==> src/rtl/diff_ctrl_pkg.sv <==
// Shared types for the difftest run controller: FSM states, host command
// opcodes and halt cause codes.
package diff_ctrl_pkg;

    typedef enum logic [1:0] {
        ST_IDLE  = 2'd0,
        ST_RUN   = 2'd1,
        ST_PAUSE = 2'd2,
        ST_HALT  = 2'd3
    } state_e;

    typedef enum logic [1:0] {
        OP_CLEAR = 2'b00,
        OP_RUN   = 2'b01,
        OP_STEP  = 2'b10,
        OP_STOP  = 2'b11
    } cmd_op_e;

    typedef enum logic [2:0] {
        CAUSE_NONE      = 3'd0,
        CAUSE_STOP      = 3'd1,
        CAUSE_STEP_DONE = 3'd2,
        CAUSE_TRAP      = 3'd3,
        CAUSE_TIMEOUT   = 3'd4
    } halt_cause_e;

    // RUN and PAUSE are the states in which the DUT is considered active.
    function automatic logic is_active(state_e s);
        return (s == ST_RUN) || (s == ST_PAUSE);
    endfunction

endpackage

==> src/rtl/diff_step_ctrl_if.sv <==
// Host command bus plus DUT commit/back-pressure signals seen by the run
// controller. The controller is the slave; host and DUT side is the master.
interface diff_step_ctrl_if #(
    parameter int STEP_W = 32
);
    import diff_ctrl_pkg::*;

    logic              cmd_valid;
    logic              cmd_ready;
    cmd_op_e           cmd_op;
    logic [STEP_W-1:0] cmd_arg;
    logic              commit_valid;
    logic              commit_trap;
    logic              buf_full;

    modport master (
        output cmd_valid, cmd_op, cmd_arg, commit_valid, commit_trap, buf_full,
        input  cmd_ready
    );

    modport slave (
        input  cmd_valid, cmd_op, cmd_arg, commit_valid, commit_trap, buf_full,
        output cmd_ready
    );

endinterface

==> src/rtl/diff_watchdog.sv <==
// No-commit watchdog: counts enabled cycles without a commit and flags
// expiry once TIMEOUT such cycles have accumulated. The count saturates
// at TIMEOUT so the flag stays up until cleared.
module diff_watchdog #(
    parameter int unsigned TIMEOUT = 1024
) (
    input  logic clock,
    input  logic reset,
    input  logic clr,
    input  logic tick,
    output logic expired
);
    localparam int CW = $clog2(TIMEOUT + 1);
    localparam logic [CW-1:0] LIMIT = CW'(TIMEOUT);

    logic [CW-1:0] cnt_q;
    logic [CW-1:0] cnt_d;

    // Next count: clear wins, otherwise advance on enabled cycles up to LIMIT.
    always_comb begin
        cnt_d = cnt_q;
        if (clr) begin
            cnt_d = '0;
        end else if (tick && (cnt_q != LIMIT)) begin
            cnt_d = cnt_q + CW'(1);
        end
    end

    // Count register.
    always_ff @(posedge clock) begin
        if (reset) begin
            cnt_q <= '0;
        end else begin
            cnt_q <= cnt_d;
        end
    end

    assign expired = (cnt_q == LIMIT);

endmodule

==> src/rtl/diff_step_ctrl.sv <==
// Run controller for the difftest DUT clock domain. Generates the DUT clock
// enable, executes host RUN/STEP/STOP/CLEAR commands, counts commits and
// enabled cycles, halts on trap, exhausted step budget or STOP, and pauses
// while the commit buffer is full.
// Optional build macro DIFF_TIMEOUT_EN adds a no-commit watchdog that halts
// with cause TIMEOUT after TIMEOUT enabled cycles without a commit.
module diff_step_ctrl
    import diff_ctrl_pkg::*;
#(
    parameter int          CNT_W   = 64,
    parameter int          STEP_W  = 32,
    parameter int unsigned TIMEOUT = 1024
) (
    input  logic               clock,
    input  logic               reset,
    diff_step_ctrl_if.slave    bus,
    output logic               dut_clk_en,
    output logic               busy,
    output logic               halted,
    output logic [2:0]         halt_cause,
    output logic               halt_pulse,
    output logic               cmd_err,
    output logic [CNT_W-1:0]   commit_cnt,
    output logic [CNT_W-1:0]   cycle_cnt
);

    state_e            state_q,      state_d;
    logic [STEP_W-1:0] remain_q,     remain_d;
    logic              budget_en_q,  budget_en_d;
    halt_cause_e       cause_q,      cause_d;
    logic              pulse_q,      pulse_d;
    logic              err_q,        err_d;
    logic              busy_q,       busy_d;
    logic              halted_q,     halted_d;
    logic [CNT_W-1:0]  commit_cnt_q, commit_cnt_d;
    logic [CNT_W-1:0]  cycle_cnt_q,  cycle_cnt_d;

    logic stop_cmd;
    logic trap_hit;
    logic last_hit;
    logic wd_hit;
    logic halt_now;
    logic wd_expired;

    assign bus.cmd_ready = 1'b1;

`ifdef DIFF_TIMEOUT_EN
    // The watchdog only runs in RUN: leaving RUN (PAUSE, HALT, IDLE) clears
    // it, which also guarantees a fresh count on every entry to RUN.
    diff_watchdog #(
        .TIMEOUT (TIMEOUT)
    ) u_watchdog (
        .clock   (clock),
        .reset   (reset),
        .clr     (bus.commit_valid || (state_q != ST_RUN)),
        .tick    (dut_clk_en),
        .expired (wd_expired)
    );
`else
    // No watchdog in this build; the timeout limit is never reached.
    localparam bit WD_PRESENT = 1'b0;
    assign wd_expired = WD_PRESENT && (TIMEOUT != 0);
`endif

    // Same-cycle halt conditions; these also gate the clock enable so the
    // halting commit is the last one the DUT produces.
    always_comb begin
        stop_cmd = bus.cmd_valid && (bus.cmd_op == OP_STOP);
        trap_hit = bus.commit_valid && bus.commit_trap;
        last_hit = bus.commit_valid && budget_en_q && (remain_q == STEP_W'(1));
        wd_hit   = (state_q == ST_RUN) && wd_expired;
        halt_now = is_active(state_q) && (trap_hit || last_hit || stop_cmd || wd_hit);
    end

    assign dut_clk_en = (state_q == ST_RUN) && !bus.buf_full && !halt_now;

    // Next-state, counter and status computation.
    always_comb begin
        state_d      = state_q;
        remain_d     = remain_q;
        budget_en_d  = budget_en_q;
        cause_d      = cause_q;
        pulse_d      = 1'b0;
        err_d        = err_q;
        commit_cnt_d = commit_cnt_q;
        cycle_cnt_d  = cycle_cnt_q + CNT_W'(dut_clk_en);

        case (state_q)
            ST_IDLE, ST_HALT: begin
                if (bus.cmd_valid) begin
                    case (bus.cmd_op)
                        OP_RUN: begin
                            state_d     = ST_RUN;
                            budget_en_d = 1'b0;
                        end
                        OP_STEP: begin
                            if (bus.cmd_arg == '0) begin
                                state_d = ST_HALT;
                                cause_d = CAUSE_STEP_DONE;
                                pulse_d = 1'b1;
                            end else begin
                                state_d     = ST_RUN;
                                remain_d    = bus.cmd_arg;
                                budget_en_d = 1'b1;
                            end
                        end
                        OP_CLEAR: begin
                            state_d      = ST_IDLE;
                            cause_d      = CAUSE_NONE;
                            err_d        = 1'b0;
                            commit_cnt_d = '0;
                            cycle_cnt_d  = '0;
                        end
                        default: ;
                    endcase
                end
            end

            default: begin
                // RUN or PAUSE; late commits in PAUSE are handled the same way.
                if (bus.commit_valid) begin
                    commit_cnt_d = commit_cnt_q + CNT_W'(1);
                    if (budget_en_q) begin
                        remain_d = remain_q - STEP_W'(1);
                    end
                end
                if (bus.cmd_valid && (bus.cmd_op != OP_STOP)) begin
                    err_d = 1'b1;
                end
                if (halt_now) begin
                    state_d = ST_HALT;
                    pulse_d = 1'b1;
                    if (trap_hit) begin
                        cause_d = CAUSE_TRAP;
                    end else if (last_hit) begin
                        cause_d = CAUSE_STEP_DONE;
                    end else if (stop_cmd) begin
                        cause_d = CAUSE_STOP;
                    end else begin
                        cause_d = CAUSE_TIMEOUT;
                    end
                end else if ((state_q == ST_RUN) && bus.buf_full) begin
                    state_d = ST_PAUSE;
                end else if ((state_q == ST_PAUSE) && !bus.buf_full) begin
                    state_d = ST_RUN;
                end
            end
        endcase

        busy_d   = is_active(state_d);
        halted_d = (state_d == ST_HALT);
    end

    // State and registered outputs.
    always_ff @(posedge clock) begin
        if (reset) begin
            state_q      <= ST_IDLE;
            remain_q     <= '0;
            budget_en_q  <= 1'b0;
            cause_q      <= CAUSE_NONE;
            pulse_q      <= 1'b0;
            err_q        <= 1'b0;
            busy_q       <= 1'b0;
            halted_q     <= 1'b0;
            commit_cnt_q <= '0;
            cycle_cnt_q  <= '0;
        end else begin
            state_q      <= state_d;
            remain_q     <= remain_d;
            budget_en_q  <= budget_en_d;
            cause_q      <= cause_d;
            pulse_q      <= pulse_d;
            err_q        <= err_d;
            busy_q       <= busy_d;
            halted_q     <= halted_d;
            commit_cnt_q <= commit_cnt_d;
            cycle_cnt_q  <= cycle_cnt_d;
        end
    end

    assign busy       = busy_q;
    assign halted     = halted_q;
    assign halt_cause = cause_q;
    assign halt_pulse = pulse_q;
    assign cmd_err    = err_q;
    assign commit_cnt = commit_cnt_q;
    assign cycle_cnt  = cycle_cnt_q;

endmodule

==> src/flat_wrapper.sv <==
// flat-port wrapper written by rule: the top's interface ports become plain ports
module diff_step_ctrl_flat import diff_ctrl_pkg::*;
#(
    parameter int          CNT_W   = 64,
    parameter int          STEP_W  = 32,
    parameter int unsigned TIMEOUT = 1024
)
  (clock, reset, dut_clk_en, busy, halted, halt_cause, halt_pulse, cmd_err, commit_cnt, cycle_cnt, bus_cmd_valid, bus_cmd_op, bus_cmd_arg, bus_commit_valid, bus_commit_trap, bus_buf_full, bus_cmd_ready);
  diff_step_ctrl_if #(.STEP_W(STEP_W)) bus_i ();
  input  logic clock;
  input  logic reset;
  output logic dut_clk_en;
  output logic busy;
  output logic halted;
  output logic [2:0] halt_cause;
  output logic halt_pulse;
  output logic cmd_err;
  output logic [CNT_W-1:0] commit_cnt;
  output logic [CNT_W-1:0] cycle_cnt;
  input wire logic [$bits(bus_i.cmd_valid)-1:0] bus_cmd_valid;
  input wire logic [$bits(bus_i.cmd_op)-1:0] bus_cmd_op;
  input wire logic [$bits(bus_i.cmd_arg)-1:0] bus_cmd_arg;
  input wire logic [$bits(bus_i.commit_valid)-1:0] bus_commit_valid;
  input wire logic [$bits(bus_i.commit_trap)-1:0] bus_commit_trap;
  input wire logic [$bits(bus_i.buf_full)-1:0] bus_buf_full;
  output wire logic [$bits(bus_i.cmd_ready)-1:0] bus_cmd_ready;
  assign bus_i.cmd_valid = bus_cmd_valid;
  assign bus_i.cmd_op = bus_cmd_op;
  assign bus_i.cmd_arg = bus_cmd_arg;
  assign bus_i.commit_valid = bus_commit_valid;
  assign bus_i.commit_trap = bus_commit_trap;
  assign bus_i.buf_full = bus_buf_full;
  assign bus_cmd_ready = bus_i.cmd_ready;
  diff_step_ctrl #(.CNT_W(CNT_W), .STEP_W(STEP_W), .TIMEOUT(TIMEOUT)) u_core (.clock(clock), .reset(reset), .bus(bus_i), .dut_clk_en(dut_clk_en), .busy(busy), .halted(halted), .halt_cause(halt_cause), .halt_pulse(halt_pulse), .cmd_err(cmd_err), .commit_cnt(commit_cnt), .cycle_cnt(cycle_cnt));
endmodule
==> config.mk <==
export PLATFORM = sky130hd
export DESIGN_NAME = diff_step_ctrl_flat
export DESIGN_NICKNAME = d
export VERILOG_FILES = /design/src/rtl/diff_ctrl_pkg.sv /design/src/rtl/diff_step_ctrl_if.sv /design/src/rtl/diff_watchdog.sv /design/src/rtl/diff_step_ctrl.sv /design/src/flat_wrapper.sv
export SDC_FILE = /design/constraint.sdc
export NUM_CORES = 1
export LEC_CHECK = 0
export CAP_MARGIN = 5
export CORE_ASPECT_RATIO = 1.4
export CORE_MARGIN = 4
export CORE_UTILIZATION = 52
export DETAILED_ROUTE_END_ITERATION = 6
export PLACE_DENSITY = 0.86
export SYNTH_ARGS = -nofsm -noshare
export SYNTH_HDL_FRONTEND = slang
export SYNTH_SLANG_ARGS = --single-unit
==> constraint.sdc <==
create_clock -name clock -period 4.55 [get_ports clock]
set_clock_uncertainty 0.2 [all_clocks]
set_input_delay 0.91 -clock clock [delete_from_list [all_inputs] [get_ports clock]]
set_output_delay 0.91 -clock clock [all_outputs]
set_load 0.05 [all_outputs]
=== Yosys cells after proc, flatten, opt, wreduce, memory -nomap -nowiden ===
Cells that the tools add are included.
W data, S select, Z words.

* Bits in registers: 170
* Input port bits: 40
* Output and inout port bits: 137
* Word-level logic and storage cells: 100

* Add/subtract/negate cells: 3
* Eq/ne operators: 18
* Muxes and demuxes: 39
* Reductions and logical operators: 30

{| class="wikitable"
|+ Operator list
! cell !! count
|-
| $mux W64 || 7
|-
| $mux W32 || 6
|-
| $add A64 B1 Y64 || 1
|-
| $add A64 B1 Y64 const B || 1
|-
| $eq A32 B1 Y1 const B || 1
|-
| $logic_not A32 Y1 || 1
|-
| $sub A32 B1 Y32 const B || 1
|-
| $mux W3 || 7
|-
| $eq A2 B2 Y1 const B || 6
|-
| $mux W2 || 6
|-
| $ne A2 B2 Y1 const B || 6
|-
| $logic_and A1 B1 Y1 || 10
|-
| $mux W1 || 10
|-
| $reduce_bool A2 Y1 || 5
|-
| $reduce_and A4 Y1 || 2
|-
| $eq A2 B1 Y1 const B || 3
|-
| $pmux W2 S3 || 1
|-
| $pmux W3 S2 || 1
|-
| $reduce_and A3 Y1 || 2
|-
| $reduce_and A5 Y1 || 1
|-
| $logic_not A2 Y1 || 2
|-
| $logic_or A1 B1 Y1 || 4
|-
| $ne A3 B2 Y1 const B || 1
|-
| $ne A3 B3 Y1 const B || 1
|-
| 3 further kinds || 4
|}

=== Depth between registers and ports, before layout ===
Gate-level depths: netlist of run 1.

* Depth in word-level cells: 11
* Depth in mapped cells: 15
* Depth with buffers taken out: 13

=== Worst setup path after synthesis of run 1 ===
OpenSTA, ideal clock, no wires.

* Path type: input to register
* Start point: input port bus_cmd_op[0]
* End point: register u_core.cycle_cnt_q[45] (netlist: u_core.cycle_cnt[45])
* Setup time: 0.070 ns
* Data arrival time: 4.012 ns
* Data required time: 4.280 ns
* Path slack: 0.267 ns
* Stages on the path: 10
* Buffers on the path: 0
* Path through: ha_1 and2_1 o31ai_1 and3b_1 ha_1 nand4_1 nor4_2 nand4_1 or4b_2 a21oi_1

* Cells in the longest elaborated chain, start to end: 10
* Elaborated cells on any way between the ends: 11
* Those cells by class: add/sub: 1; eq/ne: 1; mux: 3; reduce/logical: 6

{| class="wikitable"
|+ RTL lines
! element !! RTL line !! RTL
|-
| start, declared || flat_wrapper.sv:21 || <nowiki>input wire logic [$bits(bus_i.cmd_op)-1:0] bus_cmd_op;</nowiki>
|-
| $eq A2 B2 Y1 * || diff_step_ctrl.sv:68 || <nowiki>stop_cmd = bus.cmd_valid && (bus.cmd_op == OP_STOP);</nowiki>
|-
| $logic_and A1 B1 Y1 * || diff_step_ctrl.sv:68 ||
|-
| $logic_or A1 B1 Y1 * || diff_step_ctrl.sv:72 || <nowiki>halt_now = is_active(state_q) && (trap_hit || last_hit || stop_cmd || wd_hit);</nowiki>
|-
| $logic_and A1 B1 Y1 * || diff_step_ctrl.sv:72 ||
|-
| $logic_not A1 Y1 * || diff_step_ctrl.sv:75 || <nowiki>assign dut_clk_en = (state_q == ST_RUN) && !bus.buf_full && !halt_now;</nowiki>
|-
| $logic_and A1 B1 Y1 * || diff_step_ctrl.sv:75 ||
|-
| net dut_clk_en || flat_wrapper.sv:12 || <nowiki>output logic dut_clk_en;</nowiki>
|-
| $add A64 B1 Y64 * || diff_step_ctrl.sv:86 || <nowiki>cycle_cnt_d = cycle_cnt_q + CNT_W'(dut_clk_en);</nowiki>
|-
| $mux W64 || diff_step_ctrl.sv:91 || <nowiki>case (bus.cmd_op)</nowiki>
|-
| $mux W64 || diff_step_ctrl.sv:90 || <nowiki>if (bus.cmd_valid) begin</nowiki>
|-
| $mux W64 * || diff_step_ctrl.sv:88 || <nowiki>case (state_q)</nowiki>
|-
| end signal, assigned || diff_step_ctrl.sv:177 || <nowiki>cycle_cnt_q <= cycle_cnt_d;</nowiki>
|-
| end, declared || diff_step_ctrl.sv:36 || <nowiki>logic [CNT_W-1:0] cycle_cnt_q, cycle_cnt_d;</nowiki>
|}

The timed path passes the listed nets; every way through them passes the cells marked *.
A chain may end at the register's enable or synchronous reset.

=== Worst setup path after layout of run 1 ===
* Start point: input port bus_cmd_op[1]
* End point: register u_core.cycle_cnt_q[46] (netlist: u_core.cycle_cnt[46])

* Cells in the longest elaborated chain, start to end: 10
* Elaborated cells on any way between the ends: 11
* Those cells by class: add/sub: 1; eq/ne: 1; mux: 3; reduce/logical: 6

{| class="wikitable"
|+ RTL lines
! element !! RTL line
|-
| $eq A2 B2 Y1 || diff_step_ctrl.sv:68
|-
| $logic_and A1 B1 Y1 || diff_step_ctrl.sv:68
|-
| $logic_or A1 B1 Y1 || diff_step_ctrl.sv:72
|-
| $logic_and A1 B1 Y1 || diff_step_ctrl.sv:72
|-
| $logic_not A1 Y1 || diff_step_ctrl.sv:75
|-
| $logic_and A1 B1 Y1 || diff_step_ctrl.sv:75
|-
| $add A64 B1 Y64 || diff_step_ctrl.sv:86
|-
| $mux W64 || diff_step_ctrl.sv:91
|-
| $mux W64 || diff_step_ctrl.sv:90
|-
| $mux W64 * || diff_step_ctrl.sv:88
|}

Mark *: on every way between the ends. The rest lies on a longest branch, timed or not.

==> qor.csv, run 1 <==
stage,metric,value,unit
cells_and_area,number of fill cells in the layout,1383,
timing,final hold slack,0.257,ns
worst_hold_path,hold path depth,2,
timing,RSZ-0062 raised after global routing,false,
clock_network,CTS Root Cell,clkbuf_16,
clock_network,Clock Sink Count,170,
global_route,number of global-route vias before repair,8578,
placed_design,DP Area,10800,um^2
setup_path,FF-to-FF path depth,8,
clock_network,Hold Buf Count CTS,0,
routing,routed len/inst,17.1,um
clock_network,Max H-tree Level,4,
floorplanning,Die ar.,19400,um^2
setup_path,startpoint types,primary input,
cells_and_area,area of the multi-input gates,5120,um^2
logic_synthesis,"EDFF count, synth",0,
placed_design,Port Buffers,175,
setup_path,Worst R2R End,u_core.commit_cnt[42]$_SDFFE_PP0P_,
global_route,first-pass GRT wire length,41.0,mm
placed_design,pre-CTS WS,0.172,ns
logic_synthesis,Yosys reg bits,170,
logic_synthesis,Avg Inst Size Synth,7.99,um^2
timing,final worst setup slack,0.575,ns
routing,vias per std cell,6.37,
clock_network,CTS Buf Count,17,
timing,Setup Total Neg Slack,0,ns
timing,Slew HR,42.7,%
setup_path,Setup crit start,bus_cmd_op[1],
cells_and_area,register area,3400,um^2
clock_network,"Reg clk slew, reported paths",0.07,ns
power,LEAKAGE,0.00362,uW
global_route,Total GRT Usage,25.3,%
floorplanning,CORE AREA,16800,um^2
flow_run,max_cap viols,0,
clock_network,Max Buffers Root-to-Sink,2,
clock_network,post-CTS setup buffer count,0,
global_route,initial antenna violation count,1,
logic_synthesis,Cells after Synth,1117,
routing,First-pass DRT Iterations,6,
logic_synthesis,Yosys cell types,62,
setup_path,CP cell instances,"clkdlybuf4s50_1, ha_1, and2_1, o31ai_1, and3b_1, ha_1, ha_1, nand4_1, nor3_1, nand4_1, buf_4, or4_1, a21oi_1",
routing,routed vias,9404,
logic_synthesis,post-synthesis cell area,8920,um^2
timing,final cycle utilization of the critical path,87.4,%
clock_network,Resized Gates After CTS,0,
setup_path,CP max stage delay,0.52,ns
setup_path,CP most frequent cell,ha_1,
floorplanning,Core Rows,56,
setup_path,kind of critical path,in -> reg,
routing,1st-iter DRT viols,953,
cells_and_area,fin util,67.5,%
cells_and_area,area growth from synthesis to layout,27.2,%
logic_synthesis,post-synthesis sequential area ratio,38.1,%
setup_path,Setup crit end kind,register,
floorplanning,Die Ht,163,um
worst_hold_path,hold endpoint,u_core.halt_cause[1]$_SDFFE_PP0P_,
outcome,status,"finished, final reports clean",
setup_path,worst path required time,4.71,ns
routing,Post-route DRC,0,
worst_hold_path,Hold WC Path Type,reg -> reg,
logic_synthesis,Post-Syn Nets,1168,
timing,Final setup viols,0,
logic_synthesis,most common flop cell mapped by yosys,dfxtp_1,
setup_path,"slowest stage cell, crit path",or4_1,
worst_hold_path,hold_sp,u_core.halt_cause[1]$_SDFFE_PP0P_,
global_route,Overflow after GRT,0,
placed_design,routability cong.,0.929,
clock_network,TritonCTS clock tree,yes,
setup_path,worst-path fanout max,22,
routing,Detail Route Antenna Nets,0,
timing,FMAX,252,MHz
global_route,largest net degree at the start of global routing,49,
setup_path,worst flop-to-flop path startpoint,u_core.state_q[0]$_SDFF_PP0_,
logic_synthesis,Yosys Warn Count,0,
logic_synthesis,Post-synth ARST share,0,%
timing,Final Hold Viols,0,
timing,Tmin final,3.98,ns
floorplanning,num ports,177,
routing,detailed-route wire length,25.3,mm
timing,worst slew pin tran,0.853,ns
cells_and_area,share of layout cells above drive strength 1,5.34,%
floorplanning,Initial Util,53.1,%
power,Pwr per Cell Area,421,nW/um^2
power,VDD IR-drop max,0.000359,V
floorplanning,die width,119,um
placed_design,detailed-placement wirelength estimate,18.0,mm
setup_path,R2R setup slack,0.94,ns
cells_and_area,Final Net Count,1312,
timing,Max Slew Vio Count,0,
setup_path,critical path arrival,4.13,ns
cells_and_area,"Design Area, Final",11400,um^2
clock_network,clk_lat worst skew,0.43,ns
==> power by group <==
group          internal, uW  switching, uW
clock network           714            620
logic                   623           1160
registers              1570           88.3
total                  2910           1870
==> cells by family after synthesis <==
| family | after synthesis | synth area share, % |
|---|---|---|
| flip-flops | 170 | 38.1 |
| other | 1 | 0.0420 |
| XOR/XNOR | 60 | 5.89 |
| buffers and inverters | 107 | 4.67 |
| AO/OA/AOI/OAI | 262 | 18.9 |
| adder cells (fa/ha/maj) | 11 | 1.54 |
| AND/OR/NAND/NOR | 499 | 30.1 |
| multiplexers | 7 | 0.785 |
==> cell usage in the layout (no fill, tap or decap), types with 16 or more instances in the layout <==
cell type        count
a21oi_1             96
and4_1              16
buf_4               24
clkbuf_16           17
clkdlybuf4s50_1    173
dfxtp_1            170
inv_1               33
nand2_1             94
nand3_1             50
nand4_1             43
nor2_1             103
nor3_1              29
nor4_1              41
o21ai_0             35
o31ai_1             34
o32ai_1             20
or3_1               30
or4_1               42
xnor2_1             35
xor2_1              25
==> worst max path at each step <==
stage               depth (start not counted)  slack (ns)                              end
detailed placement                         13        0.17  u_core.cycle_cnt[46]$_SDFF_PP0_
finish                                     13        0.57  u_core.cycle_cnt[46]$_SDFF_PP0_
global route                               13        0.39  u_core.cycle_cnt[48]$_SDFF_PP0_
floorplan                                  10        0.27  u_core.cycle_cnt[45]$_SDFF_PP0_
global placement                           13        0.30  u_core.cycle_cnt[48]$_SDFF_PP0_
CTS                                        13        0.61  u_core.cycle_cnt[46]$_SDFF_PP0_
==> worst max-delay path, delay by kind of cell <==
family,cells,cell delay [ns]
buf+inv,2,0.68
simple gates,6,1.49
fa+ha+maj,3,0.67
compound gates,2,0.36
==> synthesized netlist by cell type (13+ instances only) <==
library cell / count / area, um^2
inv_1: 33 / 124
and4_1: 16 / 140
o31ai_1: 34 / 255
clkbuf_1: 62 / 233
nand2_1: 94 / 353
xnor2_1: 35 / 307
nor2_1: 103 / 387
a31oi_1: 15 / 93.8
and2_1: 13 / 81.3
nor4_1: 41 / 257
o21ai_0: 35 / 175
dfxtp_1: 170 / 3400
or3_1: 30 / 188
or4_1: 42 / 315
nand4_1: 43 / 269
nor3_1: 29 / 145
a21oi_1: 96 / 480
o32ai_1: 20 / 175
xor2_1: 25 / 219
nand3_1: 50 / 250
==> state kept, by name, indices dropped and copies added, names as in the netlist, 2 cells and up <==
name,cells
u_core.commit_cnt,64
u_core.cycle_cnt,64
u_core.remain_q,32
u_core.halt_cause,3
u_core.state_q,2
==> final cells by class <==
type,count,share of cell area (%)
Sequential cell,170,30.0
Timing Repair Buffer,198,16.9
Clock inverter,12,0.815
Tap cell,203,2.24
Antenna cell,1,0.0220
Inverter,34,1.12
Clock buffer,19,3.90
Multi-Input combinational cell,840,45.1
==> metrics by stage <==
stage | instances | power (uW)
floorplan | 1117 | 2960
detailed placement | 1445 | 3430
CTS | 1476 | 4750
finish | 1477 | 4780
global placement | 1445 | 3400
global route | 1477 | 5010
==> layer usage <==
layer	GRT usage [%]	routed length [um]	share of wire, %
met5	0	0	0
met4	9.96	702	2.8
met3	4.88	1880	7.4
met2	45.0	12700	50
met1	29.9	10100	40
Power figures use the tool's default switching activity.
==> inputs of run 2 (changes only) <==
CAP_MARGIN = default   (was 5)
==> results of run 2 <==
Same layout as run 1: the final DEF is identical, and so are final timing and power.
